<file path="src/rtl/graydec_pkg.sv">
// Shared types and elaboration helpers for the Gray-to-binary decoder.
//   state_e      : decoder FSM state
//   slice_count  : number of BPC-bit slices in a WIDTH-bit word
//   bpc_legal    : configuration check, BPC must evenly divide WIDTH
package graydec_pkg;

    typedef enum logic [1:0] {
        StIdle,
        StRun,
        StDone
    } state_e;

    function automatic int unsigned slice_count(input int unsigned width,
                                                input int unsigned bpc);
        return width / bpc;
    endfunction

    function automatic bit bpc_legal(input int unsigned width, input int unsigned bpc);
        return (bpc != 0) && ((width % bpc) == 0);
    endfunction

endpackage

</file>
<file path="src/rtl/graydec_slice.sv">
// Combinational BPC-bit Gray-to-binary stage.
//   cin  : previously resolved binary bit (the bit just above this slice)
//   g    : Gray-coded slice, MSB first
//   b    : resolved binary bits for this slice
//   cout : lowest resolved bit, feeds the next slice down
module graydec_slice
    import graydec_pkg::*;
#(
    parameter int unsigned BPC = 1
) (
    input  logic           cin,
    input  logic [BPC-1:0] g,
    output logic [BPC-1:0] b,
    output logic           cout
);

    always_comb begin
        logic prev;
        prev = cin;
        b    = '0;
        for (int i = int'(BPC) - 1; i >= 0; i--) begin
            b[i] = prev ^ g[i];
            prev = b[i];
        end
        cout = prev;
    end

endmodule

</file>
<file path="src/rtl/graydec_seq.sv">
// Multicycle Gray-to-binary decoder, resolves BPC bits per cycle MSB-first.
//   clk, reset            : rising-edge clock, asynchronous active-low reset
//   in_valid/in_ready     : operand handshake (accepted only in IDLE)
//   gray                  : Gray-coded operand, sampled on the accept edge only
//   clear                 : synchronous abort to IDLE, beats every handshake
//   out_valid/out_ready   : result handshake
//   bin                   : decoded word (meaningful while out_valid is high)
//   busy                  : high while running or holding a result
module graydec_seq
    import graydec_pkg::*;
#(
    parameter int unsigned WIDTH = 32,
    parameter int unsigned BPC   = 1
) (
    input  logic             clk,
    input  logic             reset,
    input  logic             in_valid,
    output logic             in_ready,
    input  logic [WIDTH-1:0] gray,
    input  logic             clear,
    output logic             out_valid,
    input  logic             out_ready,
    output logic [WIDTH-1:0] bin,
    output logic             busy
);

    localparam int unsigned NSlices = slice_count(WIDTH, BPC);
    localparam int unsigned CntW    = (NSlices > 1) ? $clog2(NSlices) : 1;

    if (!bpc_legal(WIDTH, BPC)) begin : g_cfg_check
        $error("graydec_seq: WIDTH must be a non-zero multiple of BPC");
    end

    state_e                         state_q;
    logic   [CntW-1:0]              cnt_q;
    logic   [NSlices-1:0][BPC-1:0]  g_q;
    logic   [NSlices-1:0][BPC-1:0]  bin_q;
    // Last resolved binary bit; zero at the start models bin[WIDTH] = 0.
    logic                           carry_q;
    logic                           in_ready_q;
    logic                           out_valid_q;
    logic                           busy_q;

    logic   [BPC-1:0]               slice_g;
    logic   [BPC-1:0]               slice_b;
    logic                           slice_cout;

    assign slice_g = g_q[cnt_q];

    graydec_slice #(
        .BPC (BPC)
    ) u_slice (
        .cin  (carry_q),
        .g    (slice_g),
        .b    (slice_b),
        .cout (slice_cout)
    );

    always_ff @(posedge clk or negedge reset) begin
        if (!reset) begin
            state_q     <= StIdle;
            cnt_q       <= '0;
            g_q         <= '0;
            bin_q       <= '0;
            carry_q     <= 1'b0;
            in_ready_q  <= 1'b1;
            out_valid_q <= 1'b0;
            busy_q      <= 1'b0;
        end else if (clear) begin
            // Operand and partial result are deliberately kept as-is.
            state_q     <= StIdle;
            in_ready_q  <= 1'b1;
            out_valid_q <= 1'b0;
            busy_q      <= 1'b0;
        end else begin
            case (state_q)
                StIdle: begin
                    if (in_valid) begin
                        state_q    <= StRun;
                        g_q        <= gray;
                        bin_q      <= '0;
                        carry_q    <= 1'b0;
                        cnt_q      <= CntW'(NSlices - 1);
                        in_ready_q <= 1'b0;
                        busy_q     <= 1'b1;
                    end
                end
                StRun: begin
                    bin_q[cnt_q] <= slice_b;
                    carry_q      <= slice_cout;
                    if (cnt_q == '0) begin
                        state_q     <= StDone;
                        out_valid_q <= 1'b1;
                    end else begin
                        cnt_q <= cnt_q - 1'b1;
                    end
                end
                StDone: begin
                    if (out_ready) begin
                        state_q     <= StIdle;
                        out_valid_q <= 1'b0;
                        busy_q      <= 1'b0;
                        in_ready_q  <= 1'b1;
                    end
                end
                default: begin
                    state_q     <= StIdle;
                    in_ready_q  <= 1'b1;
                    out_valid_q <= 1'b0;
                    busy_q      <= 1'b0;
                end
            endcase
        end
    end

    assign in_ready  = in_ready_q;
    assign out_valid = out_valid_q;
    assign busy      = busy_q;
    assign bin       = bin_q;

endmodule

</file>
<file path="config.mk">
export PLATFORM = sky130hd
export DESIGN_NAME = graydec_seq
export DESIGN_NICKNAME = d
export VERILOG_FILES = /design/src/rtl/graydec_pkg.sv /design/src/rtl/graydec_slice.sv /design/src/rtl/graydec_seq.sv
export SDC_FILE = /design/constraint.sdc
export NUM_CORES = 1
export LEC_CHECK = 0
export CORE_ASPECT_RATIO = 1.5
export CORE_MARGIN = 1
export CORE_UTILIZATION = 52
export DETAILED_ROUTE_END_ITERATION = 12
export GPL_ROUTABILITY_DRIVEN = 0
export GPL_TIMING_DRIVEN = 0
export PLACE_DENSITY = 0.8
export RECOVER_POWER = 25
export SKIP_CTS_REPAIR_TIMING = 1
export SLEW_MARGIN = 20
export SYNTH_ARGS = -nofsm -noshare
export SYNTH_HDL_FRONTEND = slang
export SYNTH_SLANG_ARGS = --single-unit
</file>
<file path="constraint.sdc">
create_clock -name clk -period 2.85 [get_ports clk]
set_clock_uncertainty 0.15 [all_clocks]
set_input_delay 0.285 -clock clk [delete_from_list [all_inputs] [get_ports clk]]
set_output_delay 0.285 -clock clk [all_outputs]
set_load 0.02 [all_outputs]
</file>
# Word-level counts from Yosys, hierarchy flattened

Index checks and enable logic that the tools add are counted.

Add/sub/neg operators: 1
Bitwise logic cells: 2
Magnitude comparators: 2
Reductions and logical operators: 10
Equality and inequality tests: 9
Multiplexer cells: 27

Operator list:

| cell                                                              | count |
|---|---|
| case mux 32 bit (2 select lines)                                  | 1 |
| bitwise mux 32 bit                                                | 1 |
| 2-to-1 mux 32 bit                                                 | 1 |
| AND reduction 3 bit                                               | 5 |
| 2-to-1 mux 1 bit                                                  | 10 |
| 2-to-1 mux 5 bit                                                  | 2 |
| case mux 5 bit (2 select lines)                                   | 1 |
| inequality test 3 bit, second input constant                      | 3 |
| case mux 1 bit (3 select lines)                                   | 3 |
| 2-to-1 mux 2 bit                                                  | 4 |
| inequality test 2 bit, second input constant                      | 4 |
| less-than comparator 5 x 6 -> 1 bit, second input constant        | 1 |
| case mux 2 bit (3 select lines)                                   | 1 |
| binary-select mux 1 bit (select 5 bit)                            | 1 |
| demux 1 bit (select 5 bit)                                        | 1 |
| greater-or-equal comparator 5 x 1 -> 1 bit, second input constant | 1 |
| logical NOT 5 bit                                                 | 1 |
| subtractor 5 x 1 -> 5 bit, second input constant                  | 1 |
| AND reduction 4 bit                                               | 1 |
| == test 2 x 1 -> 1 bit, second input constant                     | 1 |
| == test 2 bit, second input constant                              | 1 |
| logical NOT 2 bit                                                 | 1 |
| case mux 1 bit (2 select lines)                                   | 1 |
| nonzero test 2 bit                                                | 1 |
| other kinds (3)                                                   | 3 |

Output and inout bits: 35
Flip-flop bits (word level): 75

# Depth between registers and ports, before layout

Depth after elaboration: 6
Gate-level depth with buffers: 11
Mapped depth without buffers: 7

# By module

A second synthesis with hierarchy kept.

Cells, all modules: 319
Area, all modules: 3573.4 sq um

Modules (own cells, without submodules):

| module        | cells an instance | area an instance (sq um) | instances | sequential area each (sq um) |
|---|---|---|---|---|
| graydec_seq   | 317               | 3557.2                   | 1         | 1878.1 |
| graydec_slice | 2                 | 16.3                     | 1         | 0.0 |

# Worst setup path after synthesis

OpenSTA, ideal clock, no wires.

Path type: register to register
Start point: register cnt_q[0]
End point: register cnt_q[3]
Slack: 582 ps
Buffers on the path: 4
Stages on the path, launching flop included: 11
Data arrival time: 1977 ps
Clock period less this slack: 2268 ps
Path through: dfrtp_1 > buf_6 > buf_4 > inv_1 > ha_1 > buf_1 > and2_0 > buf_2 > a21oi_1 > and3_1 > o21ai_0

Cells in the longest elaborated chain, start to end: 3

Ends and longest elaborated chain:

| item                                                                   | RTL line                             | RTL |
|---|---|---|
| start, declared                                                        | graydec_seq.sv:35                    | `logic [CntW-1:0] cnt_q;` |
| start signal, assigned                                                 | graydec_seq.sv:83                    | `cnt_q <= CntW'(NSlices - 1);` |
| start signal, assigned                                                 | graydec_seq.sv:95                    | `cnt_q <= cnt_q - 1'b1;` |
| subtractor 5 x 1 -> 5 bit or logical NOT 5 bit (tied branches)         | graydec_seq.sv:95, graydec_seq.sv:91 |  |
| 2-to-1 mux 5 bit or inequality test 2 bit (tied branches)              | --                                   |  |
| case mux 5 bit (2 select lines) or AND reduction 4 bit (tied branches) | --                                   |  |

Parallel ways exist; a longest one is shown, timed or not. The select of a mux whose other input is x is not followed.
A chain may end at the register's enable or synchronous reset.

# Worst setup path in the final report

Start point: register cnt_q[0]
End point: register bin_q, in the netlist bin[8]

Cells in the longest elaborated chain, start to end: 6

Ends and longest elaborated chain:

| item                                                                                                                    | RTL line          | RTL |
|---|---|---|
| less-than comparator 5 x 6 -> 1 bit (implied by the code) or greater-or-equal comparator 5 x 1 -> 1 bit (tied branches) | graydec_seq.sv:89 | `bin_q[cnt_q] <= slice_b;` |
| logical AND 1 bit (implied by the code)                                                                                 | graydec_seq.sv:89 |  |
| 2-to-1 mux 1 bit (implied by the code)                                                                                  | graydec_seq.sv:89 |  |
| demux 1 bit (select 5 bit)                                                                                              | graydec_seq.sv:89 |  |
| bitwise mux 32 bit (*)                                                                                                  | graydec_seq.sv:89 |  |
| case mux 32 bit (2 select lines) (*)                                                                                    | graydec_seq.sv:76 | `case (state_q)` |
| end signal, assigned by index                                                                                           | graydec_seq.sv:89 |  |
| end, declared                                                                                                           | graydec_seq.sv:37 | `logic [NSlices-1:0][BPC-1:0] bin_q;` |

Every way passes the cells marked *; elsewhere a longest branch is shown, timed or not. The select of a mux whose other input is x is not followed.

==> run_results.csv <==
group,metric,value,unit
status,outcome,"finished, final reports clean",
pwr,clkPwrFrac,28.6,%
detailed_routing,wl_per_cell,14.5,um
clock_tree,clk_latency,0.36,ns
logic_synthesis,synth.avg_cell_area,8.70,um^2
logic_synthesis,synth_edf_count,0,
sta,finalCriticalPeriod,2.66,ns
global_routing,gr-total-overflow,0,
final_layout,ff_latch_area,0.00188,mm^2
floorplanning,rows,37,
placement,dp_hpwl,6550,um
pwr,power_leakage,2.22,nW
placement,post-place-ws,0.103,ns
clock_tree,cts_tree,"built",
worst_setup_path,cp.depth,9,
placement,io_buffers,70,
pwr,power_frac_comb,35.3,%
final_layout,fillers,546,
worst_setup_path,cp-start-kind,"register",
global_routing,grt_max_degree,52,
final_layout,final_util,70.2,%
sta,tightest_slew,1.33,ns
logic_synthesis,synth_area,0.00383,mm^2
detailed_routing,first_pass_iters,4,
floorplanning,die_y,107,um
floorplanning,fp.dieW,72.1,um
clock_tree,clock_path_buffers,2,
pwr,swShare,36.0,%
logic_synthesis,syn_nets,481,
pwr,p_seq_share,36.1,%
hold_path,hp-class,"input port to register",
worst_setup_path,crit_start,"cnt_q[0]",
worst_setup_path,end_kind,"register",
pwr,p_per_area,712,mW/mm^2
pwr,p_int,2.24,mW
final_layout,area_growth,28.2,%
clock_tree,cts_sinks,75,
global_routing,grt_usage,26.0,%
clock_tree,cts_buffers,9,
clock_tree,clkTransAtPathRegs,0.08,ns
detailed_routing,avgViaCountPerCell,5.33,
clock_tree,htreeDepth,3,
pwr,power,3.49,mW
sta,fin_tns_setup,0,ns
worst_setup_path,worst-setup-path-type,"register to register",
final_layout,drive_above_1_share,11.6,%
worst_setup_path,r2r_cells,9,
floorplanning,start_util,54.8,%
logic_synthesis,ys_types,36,
sta,period_share,93.4,%
global_routing,grt_pass1_wl,15300,um
sta,maxSlewHeadroom,11.5,%
logic_synthesis,ys_warn_count,0,
worst_setup_path,cp_data_required_time,2.95,ns
detailed_routing,drt_iter0_markers,140,
logic_synthesis,seq_area_frac_synth,49.1,%
global_routing,grt_pass1_vias,3367,
floorplanning,core_area,0.00699,mm^2
placement,placed_area,0.00467,mm^2
flow_run,cap_violations,0,
worst_setup_path,reg2reg_from,"cnt_q[0]",
worst_setup_path,cp_max_fo,10,
logic_synthesis,synth-seq-cells,75,
worst_setup_path,setup.worst_path.end,"bin[8]",
pwr,peakVddDrop,0.393,mV
sta,rsz0062_at_grt,"false",
floorplanning,die_area,0.00771,mm^2
sta,setup_viol,0,
global_routing,antenna_found_initial,0,
logic_synthesis,async_flop_share,100,%
worst_setup_path,max_stage_delay,0.51,ns
worst_setup_path,ff2ff_setup_slack,0.19,ns
sta,setup_ws,0.187,ns
worst_setup_path,arrival,2.76,ns
sta,final-hold-violation-count,0,
worst_setup_path,cp_top_family,"buffers and inverters",
final_layout,antenna_cells,0,
detailed_routing,route.detailed.drc,0,
logic_synthesis,synth_cells,440,
logic_synthesis,synth_top_flop_cell,"dfrtp_1",
detailed_routing,drt-total-wl,9060,um
worst_setup_path,worst-path-buf-inv,5,
worst_setup_path,crit_chain,"buf_6 -> buf_4 -> inv_1 -> ha_1 -> buf_1 -> clkbuf_1 -> a21oi_1 -> o21ai_0 -> o21ai_2",
sta,clock.fmax,0.376,GHz
final_layout,multi_input_area,0.00177,mm^2
detailed_routing,vias,3331,
final_layout,final_cell_area,0.00491,mm^2
pwr,p_switching,1.26,mW
floorplanning,pin_count,72,
worst_setup_path,r2r_end,"bin[8]",
worst_setup_path,crit_slowest_cell,"clkbuf_1",
clock_tree,root_buffer,"clkbuf_8",
final_layout,fin_nets,564,
sta,final_max_slew_viol_count,0,
detailed_routing,ant_nets,0,
==> per-stage QoR <==
step / std cells / hold WS (ns)
5_1_grt: 625 / 0.122
3_3_place_gp: 607 / 0.307
6_report: 625 / 0.103
4_1_cts: 624 / -0.323
2_1_floorplan: 440 / -0.161
3_5_place_dp: 608 / 0.0695
==> flip-flops by register name, summed over array words and instances (netlist names) <==
register	flops
bin	32
out_valid	1
in_ready	1
g_q	32
carry_q	1
state_q	2
cnt_q	5
busy	1
==> kinds of logic after synthesis <==
logic type	after synthesis	share of synthesized area, %
compound gates	121	19.7
xor+xnor	1	0.719
fa+ha+maj	4	1.31
buf+inv	38	4.74
flops	75	49.1
mux	15	4.25
simple gates	186	20.2
==> area by class of cell <==
type,count,area share (%)
well taps,97,2.47
repair buffers,72,14.5
multi-input cells,327,36.1
clock buffers,11,2.88
flip-flops and latches,75,38.3
clock inverters,5,2.04
plain buffers,34,3.39
inverters,4,0.306
==> power groups by stage <==
stage	sequential, mW	clock, mW	combinational, mW
finish	1.26	0.999	1.23
global route	1.27	1.05	1.33
floorplan	1.29	0	0.865
CTS	1.26	1.01	1.24
detailed placement	1.28	0	1.24
global placement	1.27	0	1.21
==> metal layers <==
| layer | global-route usage [%] | share of wire [%] | vias up |
|---|---|---|---|
| met3 | 5.55 | 3.7 | 16 |
| met2 | 46.5 | 54 | 92 |
| met5 | 0 | 0 | - |
| met1 | 28.7 | 40 | 1589 |
| met4 | 12.5 | 2.2 | 0 |
| li1 | - | - | 1634 |
==> placed cells by master (no fill, tap or decap), types with 2 or more instances in the layout <==
| master | synthesis | final |
|---|---|---|
| o22ai_1 | 3 | 3 |
| o21ai_0 | 40 | 40 |
| nand2b_1 | 3 | 3 |
| clkbuf_1 | 20 | 22 |
| nor3_1 | 7 | 7 |
| and2_1 | 4 | 4 |
| buf_1 | 5 | 5 |
| clkinv_2 | 0 | 2 |
| a21oi_1 | 40 | 39 |
| ha_1 | 4 | 4 |
| inv_1 | 4 | 4 |
| bufinv_16 | 0 | 3 |
| o21ai_1 | 3 | 3 |
| or3_1 | 2 | 2 |
| and3_1 | 2 | 2 |
| nand3b_1 | 2 | 2 |
| nand2_1 | 132 | 132 |
| nor2b_1 | 3 | 3 |
| clkdlybuf4s50_1 | 0 | 69 |
| nand3_1 | 3 | 3 |
| or3b_1 | 2 | 2 |
| nor2_1 | 23 | 23 |
| o21ai_2 | 30 | 30 |
| mux2i_1 | 14 | 14 |
| buf_6 | 4 | 4 |
| clkbuf_8 | 0 | 10 |
| buf_2 | 4 | 4 |
| dfrtp_1 | 74 | 74 |
==> synth_stat cells (3+ instances only) <==
master	count	area, um^2
nor2_1	23	86.3
nor2b_1	3	18.8
buf_1	5	18.8
inv_1	4	15.0
nand3_1	3	15.0
buf_2	4	20.0
a21oi_1	40	200
buf_6	4	45.0
nand2_1	132	495
o21ai_1	3	15.0
o22ai_1	3	18.8
nand2b_1	3	18.8
and2_1	4	25.0
o21ai_0	40	200
mux2i_1	14	140
ha_1	4	50.1
clkbuf_1	20	75.1
nor3_1	7	35.0
o21ai_2	30	263
dfrtp_1	74	1850
==> worst min-delay path by stage <==
stage                     startpoint          to  cells past startpoint
final                          clear  state_q[1]                      2
after global routing           clear  state_q[1]                      2
after CTS                      reset     bin[26]                      1
after detailed placement       reset     bin[31]                      1
after global placement       g_q[30]     g_q[30]                      2
after floorplan                reset      bin[0]                      0
(Power assumes the default switching activity.)
